--- src/rtl/vdot_unit.sv ---
// vdot_unit: multi-cycle signed dot-product unit for the VDOT instruction.
// It latches two packed operands and processes one lane multiply-accumulate
// per cycle. The result and its destination register are returned for writeback.
// Optional feature macro: VDOT_ACC_EN. When it is defined, the accumulator is
// seeded from acc_in. When it is undefined, the accumulator is seeded with zero.
module vdot_unit #(
  parameter int LANES  = 4,
  parameter int ELEM_W = 8
) (
  input  logic        clk,
  input  logic        rst,
  input  logic        start,
  input  logic        flush,
  input  logic [31:0] op_a,
  input  logic [31:0] op_b,
  input  logic [4:0]  rd_in,
  input  logic [31:0] acc_in,
  output logic        busy,
  output logic        res_valid,
  output logic [31:0] res,
  output logic [4:0]  res_rd
);

  localparam int CNT_W = (LANES > 1) ? $clog2(LANES) : 1;
  localparam logic [CNT_W-1:0] LAST_LANE = CNT_W'(LANES - 1);

  typedef enum logic [1:0] {
    ST_IDLE = 2'd0,
    ST_MAC  = 2'd1,
    ST_DONE = 2'd2
  } state_t;

  state_t              state_q, state_d;
  logic [CNT_W-1:0]    cnt_q,   cnt_d;
  logic [31:0]         acc_q,   acc_d;
  logic [31:0]         op_a_q,  op_a_d;
  logic [31:0]         op_b_q,  op_b_d;
  logic [4:0]          rd_q,    rd_d;

  logic [31:0]                 sh_a_s;
  logic [31:0]                 sh_b_s;
  logic signed [ELEM_W-1:0]    lane_a_s;
  logic signed [ELEM_W-1:0]    lane_b_s;
  logic signed [2*ELEM_W-1:0]  prod_s;
  logic signed [31:0]          prod_ext_s;
  logic [31:0]                 seed_s;

  // Select the current lane of each operand and form its sign-extended product.
  always_comb begin
    sh_a_s     = op_a_q >> (cnt_q * ELEM_W);
    sh_b_s     = op_b_q >> (cnt_q * ELEM_W);
    lane_a_s   = sh_a_s[ELEM_W-1:0];
    lane_b_s   = sh_b_s[ELEM_W-1:0];
    prod_s     = (2*ELEM_W)'(lane_a_s) * (2*ELEM_W)'(lane_b_s);
    prod_ext_s = 32'(prod_s);
  end

  // Pick the accumulator seed loaded when an issue is accepted.
  always_comb begin
`ifdef VDOT_ACC_EN
    seed_s = acc_in;
`else
    // acc_in stays wired for the accumulating variant; it is masked off here.
    seed_s = acc_in & 32'h0000_0000;
`endif
  end

  // Next-state logic: issue acceptance, per-lane MAC, completion and flush.
  always_comb begin
    state_d = state_q;
    cnt_d   = cnt_q;
    acc_d   = acc_q;
    op_a_d  = op_a_q;
    op_b_d  = op_b_q;
    rd_d    = rd_q;
    if (flush) begin
      // Abort: return to IDLE without touching the accumulator.
      state_d = ST_IDLE;
      cnt_d   = '0;
    end else begin
      case (state_q)
        ST_IDLE: begin
          if (start) begin
            state_d = ST_MAC;
            cnt_d   = '0;
            acc_d   = seed_s;
            op_a_d  = op_a;
            op_b_d  = op_b;
            rd_d    = rd_in;
          end else begin
            state_d = ST_IDLE;
          end
        end
        ST_MAC: begin
          // Issues arriving here are ignored; the pipeline is stalled.
          acc_d = acc_q + prod_ext_s;
          if (cnt_q == LAST_LANE) begin
            state_d = ST_DONE;
            cnt_d   = '0;
          end else begin
            cnt_d   = cnt_q + CNT_W'(1);
          end
        end
        ST_DONE: begin
          if (start) begin
            // Back-to-back issue: old result stays visible this cycle.
            state_d = ST_MAC;
            cnt_d   = '0;
            acc_d   = seed_s;
            op_a_d  = op_a;
            op_b_d  = op_b;
            rd_d    = rd_in;
          end else begin
            state_d = ST_IDLE;
          end
        end
        default: begin
          state_d = ST_IDLE;
          cnt_d   = '0;
        end
      endcase
    end
  end

  // State registers with synchronous active-high reset.
  always_ff @(posedge clk) begin
    if (rst) begin
      state_q <= ST_IDLE;
      cnt_q   <= '0;
      acc_q   <= 32'd0;
      op_a_q  <= 32'd0;
      op_b_q  <= 32'd0;
      rd_q    <= 5'd0;
    end else begin
      state_q <= state_d;
      cnt_q   <= cnt_d;
      acc_q   <= acc_d;
      op_a_q  <= op_a_d;
      op_b_q  <= op_b_d;
      rd_q    <= rd_d;
    end
  end

  // Outputs: the stall is decoded from state, and flush suppresses the strobe in DONE.
  always_comb begin
    busy      = (state_q != ST_IDLE);
    res_valid = (state_q == ST_DONE) && !flush;
    res       = acc_q;
    res_rd    = rd_q;
  end

endmodule

--- config.mk ---
export PLATFORM = sky130hd
export DESIGN_NAME = vdot_unit
export DESIGN_NICKNAME = d
export VERILOG_FILES = /design/src/rtl/vdot_unit.sv
export SDC_FILE = /design/constraint.sdc
export NUM_CORES = 1
export LEC_CHECK = 0
export CAP_MARGIN = 15
export CELL_PAD_IN_SITES_DETAIL_PLACEMENT = 1
export CELL_PAD_IN_SITES_GLOBAL_PLACEMENT = 1
export CORE_MARGIN = 2
export CORE_UTILIZATION = 43
export CTS_BUF_LIST = sky130_fd_sc_hd__clkbuf_4 sky130_fd_sc_hd__clkbuf_8 sky130_fd_sc_hd__clkbuf_16
export DETAILED_ROUTE_END_ITERATION = 6
export GPL_TIMING_DRIVEN = 0
export PLACE_DENSITY_LB_ADDON = 0.1
export SETUP_SLACK_MARGIN = 0.1
export SYNTH_ARGS = -nofsm -noshare
export SYNTH_HDL_FRONTEND = slang
export SYNTH_SLANG_ARGS = --single-unit
--- constraint.sdc ---
create_clock -name clk -period 12.1 [get_ports clk]
set_clock_uncertainty 0.05 [all_clocks]
set_input_delay 1.815 -clock clk [delete_from_list [all_inputs] [get_ports clk]]
set_output_delay 1.815 -clock clk [all_outputs]
set_load 0.02 [all_outputs]
==> results of run 1 <==
cell families (layout without fill, tap and decap cells):
family          count (synthesis)  count (layout)
simple gates                  337             337
compound gates                199             199
buf+inv                       141             267
fa+ha+maj                     119             119
flops                         105             105
xor+xnor                       41              41
mux                            18              18
registers in the layout, indices dropped and copies added, names as in the netlist:
name     count
op_b_q      32
res         32
state_q      2
cnt_q        2
res_rd       5
op_a_q      32
cell usage after synthesis, types with 15 or more instances:
library cell,count,area share [%]
nand2_1,173,8.1
inv_1,101,4.7
xnor2_1,28,3.1
fa_1,56,14
mux4_2,15,4.2
dfxtp_1,105,26
nor2_1,59,2.8
and2_1,49,3.8
ha_1,63,9.8
clkbuf_1,28,1.3
nor3_1,16,1.0
a22oi_1,16,1.5
a21oi_1,105,6.5
worst max-delay path, delay by kind of cell, from the launching register on:
kind,cells,cell delay (ns)
buffers and inverters,4,1.03
adder cells (fa/ha/maj),6,2.87
XOR/XNOR,2,1.06
flip-flops,1,0.34
AO/OA/AOI/OAI,11,3.07
multiplexers,1,0.43
AND/OR/NAND/NOR,6,0.79
final timing paths:
kind                 to  slack [ns]
max             res[31]        2.37
min          op_a_q[15]        0.40
max reg2reg     res[31]        2.37
min reg2reg  op_a_q[15]        0.40
report_power, final:
part / internal (mW) / total, mW / switching [mW]
clock network: 0.150 / 0.311 / 0.161
logic: 0.0688 / 0.159 / 0.0906
registers: 0.357 / 0.365 / 0.00734
cells in the final DEF (no fill, tap or decap), types with 3 or more instances in the layout:
master           instances
clkbuf_1                28
clkbuf_16                9
a31oi_2                  3
and2_1                  49
nor2_1                  59
o21a_1                   3
a21oi_1                105
buf_2                    4
clkdlybuf4s50_1        110
dfxtp_1                105
a21o_1                  13
nand4_1                  4
a22o_1                   7
nand2b_1                 6
fa_1                    56
a31oi_1                  4
a22oi_1                 16
ha_1                    63
xor2_1                  12
a211oi_1                 3
buf_1                    7
mux4_2                  15
xnor2_1                 28
or2_2                    3
nand3b_1                 3
o211ai_1                 5
nand3_1                 11
nand2_1                173
o21ai_1                  6
nor3_1                  15
nor2b_1                  7
inv_1                  101
o21ai_0                 12
layer usage:
| metal | track usage (%) | vias to the layer above | wire length, um |
|---|---|---|---|
| met5 | 0 | - | 0 |
| met4 | 6.26 | 0 | 376 |
| met3 | 2.96 | 23 | 622 |
| met2 | 40.0 | 122 | 10800 |
| met1 | 30.7 | 3368 | 10300 |
| li1 | - | 3428 | - |
per-stage QoR:
| stage | power [mW] | cell area, um^2 | hold WS, ns | worst slack (ns) | utilization [%] |
|---|---|---|---|---|---|
| final | 0.835 | 9740 | 0.404 | 2.37 | 53.7 |
| after global routing | 0.876 | 9740 | 0.430 | 1.70 | 53.7 |
| after CTS | 0.844 | 9740 | 0.406 | 2.39 | 53.7 |
| after detailed placement | 0.533 | 9430 | 0.394 | 2.46 | 52.0 |
| after global placement | 0.528 | 9420 | 0.388 | 2.56 | 51.9 |
| after floorplan | 0.469 | 8040 | 0.383 | 3.95 | - |
layout make-up:
| cell class | instances | share of cell area [%] |
|---|---|---|
| tap | 229 | 2.94 |
| timing repair buffer | 110 | 11.3 |
| clock inverter | 7 | 0.912 |
| inverter | 101 | 3.89 |
| sequential | 105 | 21.6 |
| buffer | 40 | 1.67 |
| clock buffer | 9 | 2.31 |
| multi-input combinational | 714 | 55.4 |
==> impl_metrics.csv, run 1 <==
group,metric,value,unit
status,status,"finished clean",
worst_setup_path,cpPeakStageDelay,0.88,ns
clocking,cts_root_buf,"clkbuf_16",
synthesis,syn_nets,1184,
synthesis,syn_area_per_cell,8.37,um^2
pwr,leakage,4.17,nW
drt,drt_iter0_markers,202,
sta,setup_viol,0,
placed_design,place_congestion,0.837,
floorplanning,ios,144,
worst_setup_path,r2r_cells,30,
global_route,grt-ovfl-total,0,
drt,vias_per_cell,5.28,
worst_setup_path,critPathRequiredTime,12.31,ns
worst_setup_path,r2r_start,"cnt_q[0]",
finish,ff_latch_area,2100,um^2
worst_setup_path,crit_path_start,"cnt_q[0]",
sta,timing.final.max_slew_violations,0,
worst_setup_path,crit_path_max_fanout,19,
drt,route.detailed.wl_per_inst,16.9,um
floorplanning,die_w,141,um
sta,min_period_over_period,80.4,%
pwr,p_per_area,85.7,nW/um^2
finish,drive_gt1_share,4.70,%
placed_design,hpwl,17700,um
synthesis,synth_xor_area_share,4.56,%
worst_setup_path,crit_type,"reg2reg",
sta,setup-tns-final,0,ns
drt,routed_wirelength,22200,um
sta,hold_viol,0,
placed_design,placed_cells,1299,
clocking,cts_resized,0,
clocking,clock_sinks,105,
worst_setup_path,end_kind,"flip-flop",
global_route,grt_pass1_wl,36500,um
min_path,hp-start,"op_a_q[15]",
clocking,numCtsBuffers,9,
floorplanning,num_rows,49,
worst_setup_path,cp_common_cell,"fa_1",
worst_setup_path,critPathArrivalTime,9.93,ns
synthesis,synthMuxAreaShare,4.61,%
synthesis,yosysSeqAreaShare,26.2,%
min_path,worstHoldPathType,"reg2reg",
clocking,postCtsHoldBufs,0,
pwr,vdd_drop_max,0.0000818,V
min_path,hold_depth,2,
clocking,clk_path_buf_depth,2,
sta,fin_crit,9.73,ns
synthesis,synthSimpleGateAreaFrac,18.7,%
finish,final_cell_count_no_fill,1315,
job,max_cap_violations,0,
synthesis,synthArstFlopShare,0,%
finish,areaGrowthSynthToFinish,21.2,%
synthesis,synth_cells,960,
finish,nets,1305,
drt,detail-route-antenna-nets,0,
floorplanning,start_util,44.3,%
clocking,clkSlewWorstSetupHoldPaths,0.08,ns
finish,fillers,2189,
finish,multi_input_area,5400,um^2
synthesis,synth_top_family_by_area,"adder cells",
global_route,grt_use_total,23.2,%
drt,drc,0,
synthesis,yosys.cell_types.count,58,
synthesis,netlist_area,8040,um^2
synthesis,synth_fa_ha_area_share,23.8,%
clocking,cts_max_level,3,
worst_setup_path,cp-start-kind,"flip-flop",
synthesis,synth_compound_area_share,15.5,%
finish,antennaDiodeCount,0,
synthesis,synth_edf_count,0,
drt,vias,6941,
placed_design,portBuffers,110,
clocking,clock_latency,0.37,ns
clocking,tritoncts,"done",
sta,max_freq,103,MHz
sta,slew_headroom,23.9,%
global_route,antenna_found_initial,0,
clocking,cts_setup_buffers,0,
floorplanning,die_h,141,um
synthesis,ys_ff_latch,105,
floorplanning,coreArea,18100,um^2
synthesis,ys_warn_count,0,
drt,firstDrtPassIters,4,
global_route,grt_max_degree,23,
sta,rsz0062_at_grt,"no",
sta,tightest_slew,1.14,ns
worst_setup_path,slowest_stage,"xnor2_2",
floorplanning,dieArea,19800,um^2
synthesis,synth_ff_type,"dfxtp_1",
global_route,grt_pass1_vias,7238,
Note: power is estimated with default switching activity, not from simulation.
==> inputs of run 2 (changes only) <==
Settings changed: CORE_UTILIZATION 43 to 40.
Clock period 12.1 ns to 9.6 ns, I/O delays scaled along.
==> run 2 against run 1 <==
Global-route usage is 1.1 points lower. Non-clock buffer count grew 6. Final cell count is 3.2% higher. Sequential power grew 26%. Largest cell class unchanged. Combinational power up 31%. Fmax increased by 9.0%. Highest routed layer unchanged.
==> impl_metrics.csv, run 2 (same netlist as run 1, synthesis figures left out) <==
group,metric,value,unit
clocking,cts_root_buf,"clkbuf_16",
worst_setup_path,critPathRequiredTime,9.81,ns
clocking,clkSlewWorstSetupHoldPaths,0.09,ns
worst_setup_path,end_kind,"flip-flop",
worst_setup_path,cp.buffers_inverters,7,
min_path,hp-start,"op_a_q[17]",
pwr,leakage,4.21,nW
floorplanning,ios,144,
global_route,grt_pass1_vias,7345,
job,max_cap_violations,0,
worst_setup_path,critPathArrivalTime,9.13,ns
worst_setup_path,crit_type,"reg2reg",
min_path,holdPathEnd,"op_a_q[17]",
sta,min_period_over_period,92.9,%
clocking,numCtsBuffers,9,
pwr,p_comb_share,19.5,%
placed_design,place_ws,-0.0740,ns
worst_setup_path,cp_common_cell,"fa_1",
clocking,cts_max_level,3,
finish,drive_gt1_share,5.40,%
worst_setup_path,slowest_stage,"buf_1",
worst_setup_path,regToRegSetupSlack,0.68,ns
global_route,grt-ovfl-total,0,
drt,drt_iter0_markers,210,
global_route,grt_max_degree,23,
global_route,grt_use_total,22.1,%
clocking,tritoncts,"done",
global_route,use_met1,29.4,%
finish,layout_common_cells,"nand2_1 (173), clkdlybuf4s50_1 (110), a21oi_1 (105), dfxtp_1 (105), inv_1 (101)",
finish,final_cell_count_no_fill,1357,
placed_design,place_congestion,0.831,
global_route,use_met2,38.6,%
pwr,p_per_area,109,nW/um^2
sta,setup_slack,0.678,ns
drt,routed_wirelength,23200,um
pwr,pwr-share-clk,37.6,%
finish,antennaDiodeCount,0,
floorplanning,dieArea,21200,um^2
sta,tightest_slew,0.941,ns
pwr,p_total,1.07,mW
clocking,clock_latency,0.37,ns
sta,holdWs,0.405,ns
global_route,busiest_layer,"met2",
pwr,switching_share,31.6,%
floorplanning,start_util,41.0,%
finish,layout_commonest_cell,"nand2_1",
floorplanning,num_rows,51,
sta,slew_headroom,36.9,%
finish,areaGrowthSynthToFinish,22.7,%
drt,drc,0,
worst_setup_path,cpLargestDelayFamily,"adder cells",
placed_design,hpwl,18300,um
sta,hold_viol,0,
finish,nets,1311,
finish,fillers,2421,
min_path,worstHoldPathType,"reg2reg",
clocking,clk_path_buf_depth,2,
clocking,clock_sinks,105,
sta,rsz0062_at_grt,"no",
sta,timing.final.max_slew_violations,0,
placed_design,portBuffers,110,
pwr,p_int,733,uW
pwr,seq_power_share,42.9,%
global_route,antenna_found_initial,0,
placed_design,placed_cells,1335,
min_path,hold_depth,2,
status,status,"finished clean",
worst_setup_path,cp-start-kind,"flip-flop",
drt,detail-route-antenna-nets,0,
worst_setup_path,r2r_cells,32,
worst_setup_path,cpPeakStageDelay,0.55,ns
drt,firstDrtPassIters,4,
pwr,vdd_drop_max,0.0000758,V
drt,vias_per_cell,5.14,
drt,vias,6973,
global_route,use_met3,2.63,%
pwr,p_switching,338,uW
worst_setup_path,reg2reg_to,"res[31]",
global_route,grt_pass1_wl,37700,um
sta,fin_crit,8.92,ns
drt,route.detailed.wl_per_inst,17.1,um
worst_setup_path,crit_path_max_fanout,15,
worst_setup_path,r2r_start,"cnt_q[1]",
sta,max_freq,112,MHz
floorplanning,die_h,146,um
floorplanning,coreArea,19600,um^2
sta,setup_viol,0,
floorplanning,die_w,146,um
[run 2: cell types whose count changed in the layout (fill, tap and decap cells not counted), sizes merged]
cell and change:
buf +6
[run 2: final cells by class]
| class | instances | area (um^2) | area share (%) |
|---|---|---|---|
| Clock buffer | 9 | 225 | 2.28 |
| Inverter | 101 | 379 | 3.84 |
| Buffer | 40 | 164 | 1.66 |
| Multi-Input combinational cell | 714 | 5410 | 54.9 |
| Clock inverter | 7 | 91.3 | 0.926 |
| Timing Repair Buffer | 116 | 1160 | 11.7 |
| Tap cell | 265 | 332 | 3.36 |
| Sequential cell | 105 | 2100 | 21.3 |
[run 2: metrics by stage]
stage | util, % | cell area (um^2) | setup TNS [ns]
after floorplan | - | 8040 | 0
after global placement | 48.3 | 9470 | -0.0789
after detailed placement | 48.4 | 9470 | -0.106
after CTS | 50.0 | 9800 | 0
after global routing | 50.3 | 9860 | 0
final | 50.3 | 9860 | 0
[run 2: timing repair]
item / 4_1_cts / 5_1_grt
setup buffers: 0 / 6
pin swaps: 0 / 1
hold endpoints to repair: 0 / 0
hold buffers: 0 / 0
gates resized for setup: 1 / 3
endpoints found under the setup margin: 3 / 9
[run 2: how the worst max path moves through the flow]
stage / end / start / slack, ns / cells after the start
after detailed placement: res[28] / cnt_q[0] / -0.07 / 32
after floorplan: res[28] / cnt_q[0] / 1.45 / 30
after global routing: res[31] / cnt_q[1] / 0.15 / 32
final: res[31] / cnt_q[1] / 0.68 / 32
after CTS: res[31] / cnt_q[0] / 0.21 / 30
after global placement: res[31] / cnt_q[0] / -0.04 / 30
[run 2: metal layers]
layer  vias to the layer above  wire (um)
met5                         -          0
met4                         0        263
met3                        15        556
met2                       119      11400
met1                      3395      10900
li1                       3444          -
[run 2: power groups by stage]
stage | registers (mW) | logic [mW] | clock network (mW)
after floorplan | 0.469 | 0.123 | 0
after global placement | 0.469 | 0.198 | 0
after detailed placement | 0.470 | 0.203 | 0
after CTS | 0.460 | 0.205 | 0.408
after global routing | 0.462 | 0.232 | 0.425
final | 0.460 | 0.209 | 0.403
[run 2: tightest hold or removal path, cell delays in order (launching register included)]
cell and delay, ns:
dfxtp_1 0.31, nand2_1 0.05, a21oi_1 0.05
